### src/rtl/serial_subtractor.sv
// ---------------------------------------------------------------------------
// serial_subtractor
//
// Bit-serial unsigned subtractor: computes (a - b) mod 2^WIDTH one bit per
// clock, LSB first, with a single full-subtractor cell and a borrow flop.
// A start/done handshake frames each operation. WIDTH bits take WIDTH cycles
// from the accepting edge to the done pulse.
//
// Parameters
//   WIDTH       operand/result width in bits (2..32)
//
// Ports
//   clk         rising-edge clock
//   rst         asynchronous, active-high reset
//   start       request; sampled only when not busy (IDLE or DONE)
//   a           minuend, captured on the accepting edge
//   b           subtrahend, captured on the accepting edge
//   diff        registered result (a - b) mod 2^WIDTH, held until next done
//   borrow_out  registered final borrow (1 iff a < b), held with diff
//   busy        high while bits are being processed
//   done        one-cycle pulse: diff/borrow_out have just been updated
// ---------------------------------------------------------------------------
module serial_subtractor #(
  parameter int WIDTH = 8
) (
  input  logic             clk,
  input  logic             rst,
  input  logic             start,
  input  logic [WIDTH-1:0] a,
  input  logic [WIDTH-1:0] b,
  output logic [WIDTH-1:0] diff,
  output logic             borrow_out,
  output logic             busy,
  output logic             done
);

  localparam int CNT_W = (WIDTH > 1) ? $clog2(WIDTH) : 1;
  localparam logic [CNT_W-1:0] LAST_BIT = CNT_W'(WIDTH - 1);

  typedef enum logic [1:0] {
    IDLE = 2'd0,
    RUN  = 2'd1,
    DONE = 2'd2
  } state_t;

  // Full-subtractor cell: difference bit.
  function automatic logic sub_diff(input logic x, input logic y, input logic bin);
    return x ^ y ^ bin;
  endfunction

  // Full-subtractor cell: borrow out. A borrow is generated when x=0,y=1 and
  // propagated when x==y.
  function automatic logic sub_borrow(input logic x, input logic y, input logic bin);
    return (~x & y) | (~(x ^ y) & bin);
  endfunction

  state_t           state;
  logic [WIDTH-1:0] ra;
  logic [WIDTH-1:0] rb;
  logic [WIDTH-1:0] rd;
  logic             br;
  logic [CNT_W-1:0] cnt;

  logic             d_bit;
  logic             br_next;
  logic [WIDTH-1:0] rd_next;

  // Bit cell: operates on the current LSBs and the stored borrow.
  assign d_bit   = sub_diff(ra[0], rb[0], br);
  assign br_next = sub_borrow(ra[0], rb[0], br);
  // Result bits enter at the MSB so that after WIDTH shifts the LSB result
  // bit has arrived at position 0.
  assign rd_next = {d_bit, rd[WIDTH-1:1]};

  always_ff @(posedge clk or posedge rst) begin
    if (rst) begin
      state      <= IDLE;
      ra         <= '0;
      rb         <= '0;
      rd         <= '0;
      br         <= 1'b0;
      cnt        <= '0;
      diff       <= '0;
      borrow_out <= 1'b0;
      busy       <= 1'b0;
      done       <= 1'b0;
    end else begin
      case (state)
        IDLE: begin
          done <= 1'b0;
          if (start) begin
            ra    <= a;
            rb    <= b;
            rd    <= '0;
            br    <= 1'b0;
            cnt   <= '0;
            busy  <= 1'b1;
            state <= RUN;
          end else begin
            busy  <= 1'b0;
          end
        end

        RUN: begin
          // start is deliberately ignored here: no queuing of requests.
          ra  <= ra >> 1;
          rb  <= rb >> 1;
          rd  <= rd_next;
          br  <= br_next;
          cnt <= cnt + CNT_W'(1);
          if (cnt == LAST_BIT) begin
            diff       <= rd_next;
            borrow_out <= br_next;
            busy       <= 1'b0;
            done       <= 1'b1;
            state      <= DONE;
          end
        end

        DONE: begin
          done <= 1'b0;
          // Accepting here gives back-to-back operation with no IDLE gap.
          if (start) begin
            ra    <= a;
            rb    <= b;
            rd    <= '0;
            br    <= 1'b0;
            cnt   <= '0;
            busy  <= 1'b1;
            state <= RUN;
          end else begin
            busy  <= 1'b0;
            state <= IDLE;
          end
        end

        default: begin
          busy  <= 1'b0;
          done  <= 1'b0;
          state <= IDLE;
        end
      endcase
    end
  end

endmodule

### config.mk
export PLATFORM = sky130hd
export DESIGN_NAME = serial_subtractor
export DESIGN_NICKNAME = d
export VERILOG_FILES = /design/src/rtl/serial_subtractor.sv
export SDC_FILE = /design/constraint.sdc
export NUM_CORES = 1
export LEC_CHECK = 0
export ABC_AREA = 1
export CAP_MARGIN = 10
export CELL_PAD_IN_SITES_DETAIL_PLACEMENT = 0
export CELL_PAD_IN_SITES_GLOBAL_PLACEMENT = 2
export CORE_ASPECT_RATIO = 0.75
export CORE_MARGIN = 10
export CORE_UTILIZATION = 31
export DETAILED_ROUTE_END_ITERATION = 8
export HOLD_SLACK_MARGIN = 0.15
export PLACE_DENSITY_LB_ADDON = 0.12
export SYNTH_ARGS = -nofsm -noshare
export SYNTH_HDL_FRONTEND = slang
export SYNTH_SLANG_ARGS = --single-unit
export TNS_END_PERCENT = 5
### constraint.sdc
create_clock -name clk -period 1.4 [get_ports clk]
set_input_delay 0.21 -clock clk [delete_from_list [all_inputs] [get_ports clk]]
set_output_delay 0.21 -clock clk [all_outputs]
set_load 0.02 [all_outputs]
======== Yosys cells after proc, flatten, opt, wreduce, memory -nomap -nowiden ========
Index checks and enable logic that the tools add are counted.
word-level totals
  flip-flop bits (word level) ............. 41
  input bits .............................. 19
  output and inout port bits .............. 11
operators by class
  add/sub/neg operators ................... 1
  equal/unequal tests ..................... 6
  mux-type cells .......................... 19
  bitwise gates (word level) .............. 7
  reduce and logical (&&, ||, !) cells .... 6
operators by type and width
  cell                                                   count
  case mux 8 bit (2 select lines)                        3
  two-way mux 8 bit                                      3
  two-way mux 1 bit                                      6
  case mux 2 bit (3 select lines)                        1
  case mux 3 bit (2 select lines)                        1
  AND reduction 2 bit                                    3
  two-way mux 2 bit                                      2
  inequality test 2 bit, second input constant           2
  case mux 1 bit (2 select lines)                        2
  adder 3 x 1 -> 3 bit, second input constant            1
  == test 3 bit, second input constant                   1
  two-way mux 3 bit                                      1
  AND 1 bit                                              2
  == test 2 x 1 -> 1 bit, second input constant          1
  == test 2 bit, second input constant                   1
  zero test 2 bit                                        1
  inequality test 2 x 1 -> 1 bit, second input constant  1
  inverter 1 bit                                         2
  nonzero test 2 bit                                     1
  OR reduction 2 bit                                     1
  bitwise XOR 1 bit                                      2
  OR 1 bit                                               1

======== Longest topological paths before layout ========
Gate-level depths: netlist of run 1.
  depth after elaboration ................. 5
  mapped depth ............................ 7
  depth with buffers taken out ............ 5

======== Least setup slack after synthesis of run 1 ========
OpenSTA, ideal clock, no wires.
  path type ............................... register to register
  start point ............................. register cnt[0]
  end point ............................... register done
  library setup time ...................... 117 ps
  arrival time ............................ 1070 ps
  slack ................................... 213 ps
  cell stages (with the launch flop) ...... 6
  path buffers ............................ 1
  cell sequence ........................... dfrtp_1 ha_1 ha_1 buf_2 nor2_1 nor2_1
between the ends
  cells in the longest elaborated chain, start to end .. 2
RTL lines
  element                          line  source
  from (decl)                      62    logic [CNT_W-1:0] cnt;
  from (signal assigned)           110   cnt <= cnt + CNT_W'(1);
  == test 3 bit                    111   if (cnt == LAST_BIT) begin
  inequality test 2 bit (no line)  -
  to (signal assigned)             115   done <= 1'b1;
  to (signal assigned)             121   done <= 1'b0;
  to (signal assigned)             139   done <= 1'b0;
  to (decl)                        34    output logic done
No other way between the ends.
A chain may end at the register's enable or synchronous reset.

======== Worst setup path in the final report of run 1 ========
  start point ............................. register state[0]
  end point ............................... register ra[3]
between the ends
  cells in the longest elaborated chain, start to end .. 4
  elaborated cells between the ends (all ways) .. 8
  classes of those cells .................. eq/ne: 3; mux: 1; reduce/logical: 4
RTL lines
  element                                                                         line  source
  from (decl)                                                                     57    state_t state;
  from (signal assigned)                                                          77    state <= IDLE;
  from (signal assigned)                                                          98    state <= RUN;
  from (signal assigned)                                                          116   state <= DONE;
  == test 2 bit or zero test 2 bit (tied branches)                                88    case (state)
  OR reduction 2 bit (no line)                                                    -
  inequality test 2 x 1 -> 1 bit (no line) or nonzero test 2 bit (tied branches)  -
  AND reduction 2 bit (no line)                                                   -
  to (signal assigned)                                                            106   ra <= ra >> 1;
  to (decl)                                                                       58    logic [WIDTH-1:0] ra;
Parallel ways exist; a longest one is shown, timed or not.

==> out/qor.yml, run 1 <==
outcome:
  run_status: "finished clean"
sta:
  hold_viol: 0
  max_freq_mhz: 758
  whs_ns: 0.269
  worst_slew_pin_slew_ns: 0.371
  drv_slew: 0
  period_needed_ns: 1.32
  tns_ns: 0
  finClkSkew_ns: 0.00847
  layout_setup_ws_ns: 0.0810
  slew_headroom_pct: 75.3
  timing.final.crit_share_pct: 94.2
  finalSetupViolations: 0
placement:
  dp_hpwl_mm: 3.00
  place.gp.congestion: 0.711
  post-place-ws_ns: 0.0904
  port_buffers: 29
power_and_ir_drop:
  p_leak_nw: 1.28
  power.density_nw_per_um2: 2190
  comb_power_share_pct: 45.5
  pwr-share-seq_pct: 38.9
  ir_worst_vdd_uv: 631
  p_clk_share_pct: 15.6
  p_switching_mw: 2.17
  p_sw_share_pct: 42.1
  internal-power_mw: 2.99
detailed_routing:
  via_per_inst: 4.37
  drtIter0Drc: 58
  wl_mm: 4.52
  drc_errors: 0
  ant_nets: 0
  wl_per_cell_um: 13.5
  dr_total_vias: 1469
  first_pass_iters: 4
setup_path:
  worstSetupEndpoint: "ra[3]"
  timing.rr.start: "state[0]"
  cp_cell_sequence: "inv_6 > nand2_4 > nand2_4 > nand2_1 > nand2_1"
  crit_fanout: 16
  slowest_stage: "dfrtp_1"
  crit_path_end_kind: "flip-flop"
  r2r_slack_ns: 0.08
  reg2reg_depth: 5
  start_kind: "flip-flop"
  reg2reg_to: "ra[3]"
  slowest_delay_ns: 0.57
  worst_ep_arrival_time_ns: 1.50
  cp-startpoint: "state[0]"
  critPathKind: "flip-flop to flip-flop"
  cp.required_ns: 1.58
layout:
  antenna_cells: 0
  fillers: 620
  final_cell_mix: "115 x nand2_1, 40 x dfrtp_1, 37 x nand3_1"
  nets: 279
  drive_gt1_share_pct: 8.14
  seq_area_um2: 1000
  multiInputGateArea_um2: 737
  syn_to_final_growth_pct: 25.1
  layout_commonest_cell: "nand2_1"
clocking:
  ctsHoldBuffers: 0
  cts_buffer_depth: 2
  clock_latency_ns: 0.29
  cts.htree.levels: 2
  numClockSinks: 40
  cts-root-buf: "clkbuf_8"
  numCtsBuffers: 5
  clk_pin_slew_worst_paths_ns: 0.08
  tritoncts: "done"
flow_run:
  maxCapViolCount: 0
synthesis:
  ys_warn_count: 0
  seq_area_frac_synth_pct: 53.2
  synth_nets: 248
  yosys.cell_types.count: 16
  yosys_register_bits: 40
  netlist_instances: 226
  syn_area_um2: 1880
  syn_avg_cell_area_um2: 8.33
die:
  die_y_um: 87.5
  die_x_um: 110
  coreArea_um2: 5860
  die_area_um2: 9620
  initial_core_util_pct: 32.1
  num_io_pins: 30
  num_rows: 24
global_route:
  antenna_found_initial: 0
  grt_max_degree: 41
  grt_first_pass_wirelength_mm: 7.99
  grtUsageTotal_pct: 10.5
  grt-ovfl-total: 0
  grt_pass1_vias: 1579
hold_path:
  holdCritPathClass: "input pin to async pin"
-- repair_timing --
| action | 4_1_cts | 5_1_grt |
|---|---|---|
| endpoints found under the setup margin | 11 | 2 |
| gates resized for setup | 11 | 1 |
| setup buffers | 0 | 0 |
-- worst max-delay path: cells and delay by family, from the launching register on --
family | cells | cell delay, ns
and+or+nand+nor | 4 | 0.50
DFF | 1 | 0.57
buffers and inverters | 1 | 0.14
-- through the flow --
stage	std cells	cell area, um2	utilization (%)	total power, mW
2_1_floorplan	226	1880	-	3.71
3_3_place_gp	328	2270	38.8	4.54
3_5_place_dp	328	2270	38.8	4.52
4_1_cts	336	2350	40.1	5.24
5_1_grt	336	2350	40.2	5.69
6_report	336	2350	40.2	5.16
-- state kept, by name, indices dropped and copies added, names as in the netlist --
| name | flops |
|---|---|
| borrow_out | 1 |
| diff | 8 |
| br | 1 |
| ra | 8 |
| cnt | 3 |
| state | 2 |
| done | 1 |
| rb | 8 |
| busy | 1 |
| rd | 7 |
-- power groups by stage --
stage	Combinational (mW)	Clock [mW]	Sequential (mW)
floorplan	1.61	0	2.11
detailed placement	2.50	0	2.03
global route	2.74	0.880	2.07
CTS	2.41	0.828	2.00
global placement	2.51	0	2.03
finish	2.35	0.806	2.00
-- cell usage after synthesis --
cell,number,area (um2)
nand2_1,115,432
dfrtp_1,40,1000
nand3_1,37,185
inv_1,8,30.0
buf_4,5,37.5
buf_6,5,56.3
buf_2,3,15.0
nand2_4,3,33.8
ha_1,2,25.0
nor2_1,2,7.51
fa_1,1,20.0
inv_2,1,3.75
inv_6,1,8.76
nand3_2,1,10.0
nor2_4,1,11.3
o21ai_0,1,5.00
-- how the worst min path moves through the flow --
stage | startpoint | slack (ns) | cells past startpoint | end
2_1_floorplan | a[7] | 0.33 | 2 | ra[7]
3_3_place_gp | diff[6] | 0.47 | 2 | diff[6]
3_5_place_dp | diff[4] | 0.46 | 2 | diff[4]
4_1_cts | rst | 0.29 | 3 | rb[0]
5_1_grt | rst | 0.31 | 3 | rb[1]
6_report | rst | 0.27 | 3 | rb[1]
-- kinds of logic after synthesis --
logic type | after synthesis | share of synthesized area [%]
AND/OR/NAND/NOR | 159 | 36.1
flip-flops | 40 | 53.2
buffers and inverters | 23 | 8.04
adder cells (fa/ha/maj) | 3 | 2.39
AO/OA/AOI/OAI | 1 | 0.266
-- routing by layer --
metal  GRT usage [%]  vias up  part of all wire (%)
li1                -      766                     -
met5               0        -                     0
met3            3.40        2                   4.7
met1            15.0      683                    53
met4            3.18        0                  0.62
met2            14.4       18                    41
-- final cells by class --
cell class / count / area share, %
timing repair buffer: 37 / 16.4
inverter: 10 / 1.81
clock buffer: 8 / 3.83
tap: 78 / 4.14
sequential: 40 / 42.5
multi-input combinational: 163 / 31.3
Note: power is estimated with default switching activity, not from simulation.
==> run 2, diff against run 1 <==
--- a/config.mk
+++ b/config.mk
@@ -18,4 +18,4 @@
 export SYNTH_ARGS = -nofsm -noshare
 export SYNTH_HDL_FRONTEND = slang
 export SYNTH_SLANG_ARGS = --single-unit
-export TNS_END_PERCENT = 5
+export TNS_END_PERCENT = 30
==> results of run 2 <==
Final layout, timing and power as in run 1 (identical DEF).
==> run 3, diff against run 2 <==
--- a/config.mk
+++ b/config.mk
@@ -12,9 +12,10 @@
 export CORE_ASPECT_RATIO = 0.75
 export CORE_MARGIN = 10
 export CORE_UTILIZATION = 31
+export CTS_CLUSTER_SIZE = 16
 export DETAILED_ROUTE_END_ITERATION = 8
 export HOLD_SLACK_MARGIN = 0.15
-export PLACE_DENSITY_LB_ADDON = 0.12
+export PLACE_DENSITY = 0.89
 export SYNTH_ARGS = -nofsm -noshare
 export SYNTH_HDL_FRONTEND = slang
 export SYNTH_SLANG_ARGS = --single-unit
==> run 3 against run 2 <==
Total power is 1.0% lower. Routed wire length down 12%. Worst setup slack better by 0.032 ns. Largest power group unchanged. Highest routed layer unchanged.
==> out/qor.yml, run 3 (same netlist as run 1, synthesis figures left out) <==
clocking:
  post_cts.repair.setup_buffers: 0  # unchanged
  cts_buffer_depth: 2  # unchanged
  ctsHoldBuffers: 0  # unchanged
  numClockSinks: 40  # unchanged
  tritoncts: "done"  # unchanged
  clk_pin_slew_worst_paths_ns: 0.08  # about the same
  numCtsBuffers: 5  # unchanged
  cts.htree.levels: 2  # unchanged
  cts_resized: 11  # unchanged
  clock_latency_ns: 0.29  # about the same
  cts-root-buf: "clkbuf_8"  # unchanged
setup_path:
  worst_ep_arrival_time_ns: 1.46  # was 1.50 ns
  slowest_delay_ns: 0.40  # was 0.57 ns
  start_kind: "flip-flop"  # unchanged
  critPathKind: "flip-flop to flip-flop"  # unchanged
  crit_fanout: 11  # was 16
  cp.required_ns: 1.57  # was 1.58 ns
  crit_buf_inv: 1  # unchanged
  crit_path_end_kind: "flip-flop"  # unchanged
  timing.rr.start: "cnt[0]"  # was state[0]
  cp-startpoint: "cnt[0]"  # was state[0]
  crit_cells: 5  # unchanged
  slowest_stage: "dfrtp_1"  # unchanged
  critPathTopFamily: "adder cells"  # was flip-flops
  reg2reg_depth: 5  # unchanged
  cp_cell_sequence: "ha_1 > ha_1 > buf_4 > nor2_1 > nor2_1"  # was inv_6 > nand2_4 > nand2_4 > nand2_1 > nand2_1
layout:
  post-route-util_pct: 40.5  # was 40.2%
  antenna_cells: 0  # unchanged
  drive_gt1_share_pct: 9.30  # was 8.14%
  nets: 280  # was 279
  seq_area_um2: 1000  # about the same
  final_cell_mix: "115 x nand2_1, 39 x dfrtp_1, 37 x nand3_1"  # was 115 x nand2_1, 40 x dfrtp_1, 37 x nand3_1
  fin_area_um2: 2370  # was 2350 um2
  multiInputGateArea_um2: 737  # unchanged
  syn_to_final_growth_pct: 25.9  # was 25.1%
  top_regs: "diff (8), ra (8), rb (8)"  # unchanged
  layout_commonest_cell: "nand2_1"  # unchanged
  fillers: 633  # was 620
global_route:
  grt_pass1_vias: 1478  # was 1579
  grt_max_degree: 41  # unchanged
  grt-ovfl-total: 0  # unchanged
  antenna_found_initial: 0  # unchanged
  grtUsageTotal_pct: 9.27  # was 10.5%
  grt_first_pass_wirelength_mm: 7.08  # was 7.99 mm
sta:
  slew_headroom_pct: 83.7  # was 75.3%
  tns_ns: 0  # unchanged
  finalSetupViolations: 0  # unchanged
  drv_slew: 0  # unchanged
  finClkSkew_ns: 0.00725  # was 0.00847 ns
  timing.final.crit_share_pct: 91.9  # was 94.2%
  hold_viol: 0  # unchanged
  worst_slew_pin_slew_ns: 0.245  # was 0.371 ns
  layout_setup_ws_ns: 0.113  # was 0.0810 ns
  rsz0062_at_grt: "false"
  max_freq_mhz: 777  # was 758 MHz
  period_needed_ns: 1.29  # was 1.32 ns
outcome:
  run_status: "finished clean"  # unchanged
detailed_routing:
  wl_per_cell_um: 11.8  # was 13.5 um
  wl_mm: 3.97  # was 4.52 mm
  via_per_inst: 4.44  # was 4.37
  drc_errors: 0  # unchanged
  drtIter0Drc: 80  # was 58
  ant_nets: 0  # unchanged
  dr_total_vias: 1491  # was 1469
  first_pass_iters: 4  # unchanged
flow_run:
  maxCapViolCount: 0  # unchanged
die:
  num_io_pins: 30  # unchanged
  die_x_um: 110  # unchanged
  num_rows: 24  # unchanged
  coreArea_um2: 5860  # unchanged
  die_area_um2: 9620  # unchanged
  initial_core_util_pct: 32.1  # unchanged
  die_y_um: 87.5  # unchanged
placement:
  placed_area_um2: 2280  # was 2270 um2
  dp_hpwl_mm: 2.75  # was 3.00 mm
  port_buffers: 29  # unchanged
  place.gp.congestion: 0.722  # was 0.711
  post-place-ws_ns: 0.0892  # was 0.0904 ns
power_and_ir_drop:
  ir_worst_vdd_uv: 562  # was 631 uV
  p_leak_nw: 1.29  # was 1.28 nW
  power.density_nw_per_um2: 2160  # was 2190 nW/um2
hold_path:
  holdCritPathClass: "input pin to async pin"  # unchanged
==> run 3: final timing paths <==
kind	end	slack, ns
worst max-delay path	done	0.11
min in group clk	rb[7]	0.46
worst min-delay path	diff[6]	0.26
worst min register to register	diff[1]	0.47
worst max register to register	done	0.11
max in group asynchronous	state[0]	0.91
==> run 3: layout make-up <==
class | count | area share [%]
timing repair buffer | 38 | 16.6
multi-input combinational | 163 | 31.1
clock buffer | 7 | 4.07
sequential | 40 | 42.3
tap | 78 | 4.12
inverter | 10 | 1.80
==> run 3: metrics by stage <==
stage	power, mW	hold slack, ns	instances
2_1_floorplan	3.71	0.327	226
6_report	5.11	0.256	336
5_1_grt	5.64	0.281	336
4_1_cts	5.19	0.274	336
3_5_place_dp	4.45	0.469	329
3_3_place_gp	4.44	0.467	329
==> run 3: worst min-delay path: stages <==
cell,delay (ns)
clkdlybuf4s50_1,0.39
inv_1,0.09
buf_12,0.22
==> run 3: metal layers <==
| metal | global-route usage, % | share of wire, % |
|---|---|---|
| met1 | 12.3 | 50 |
| met2 | 13.5 | 45 |
| met3 | 3.11 | 3.9 |
| met4 | 3.54 | 1.2 |
| met5 | 0 | 0 |
==> run 3: where the power goes <==
part / total (mW) / switching [mW] / internal, mW
combinational: 2.29 / 1.38 / 0.914
sequential: 1.99 / 0.320 / 1.67
clock: 0.821 / 0.383 / 0.439
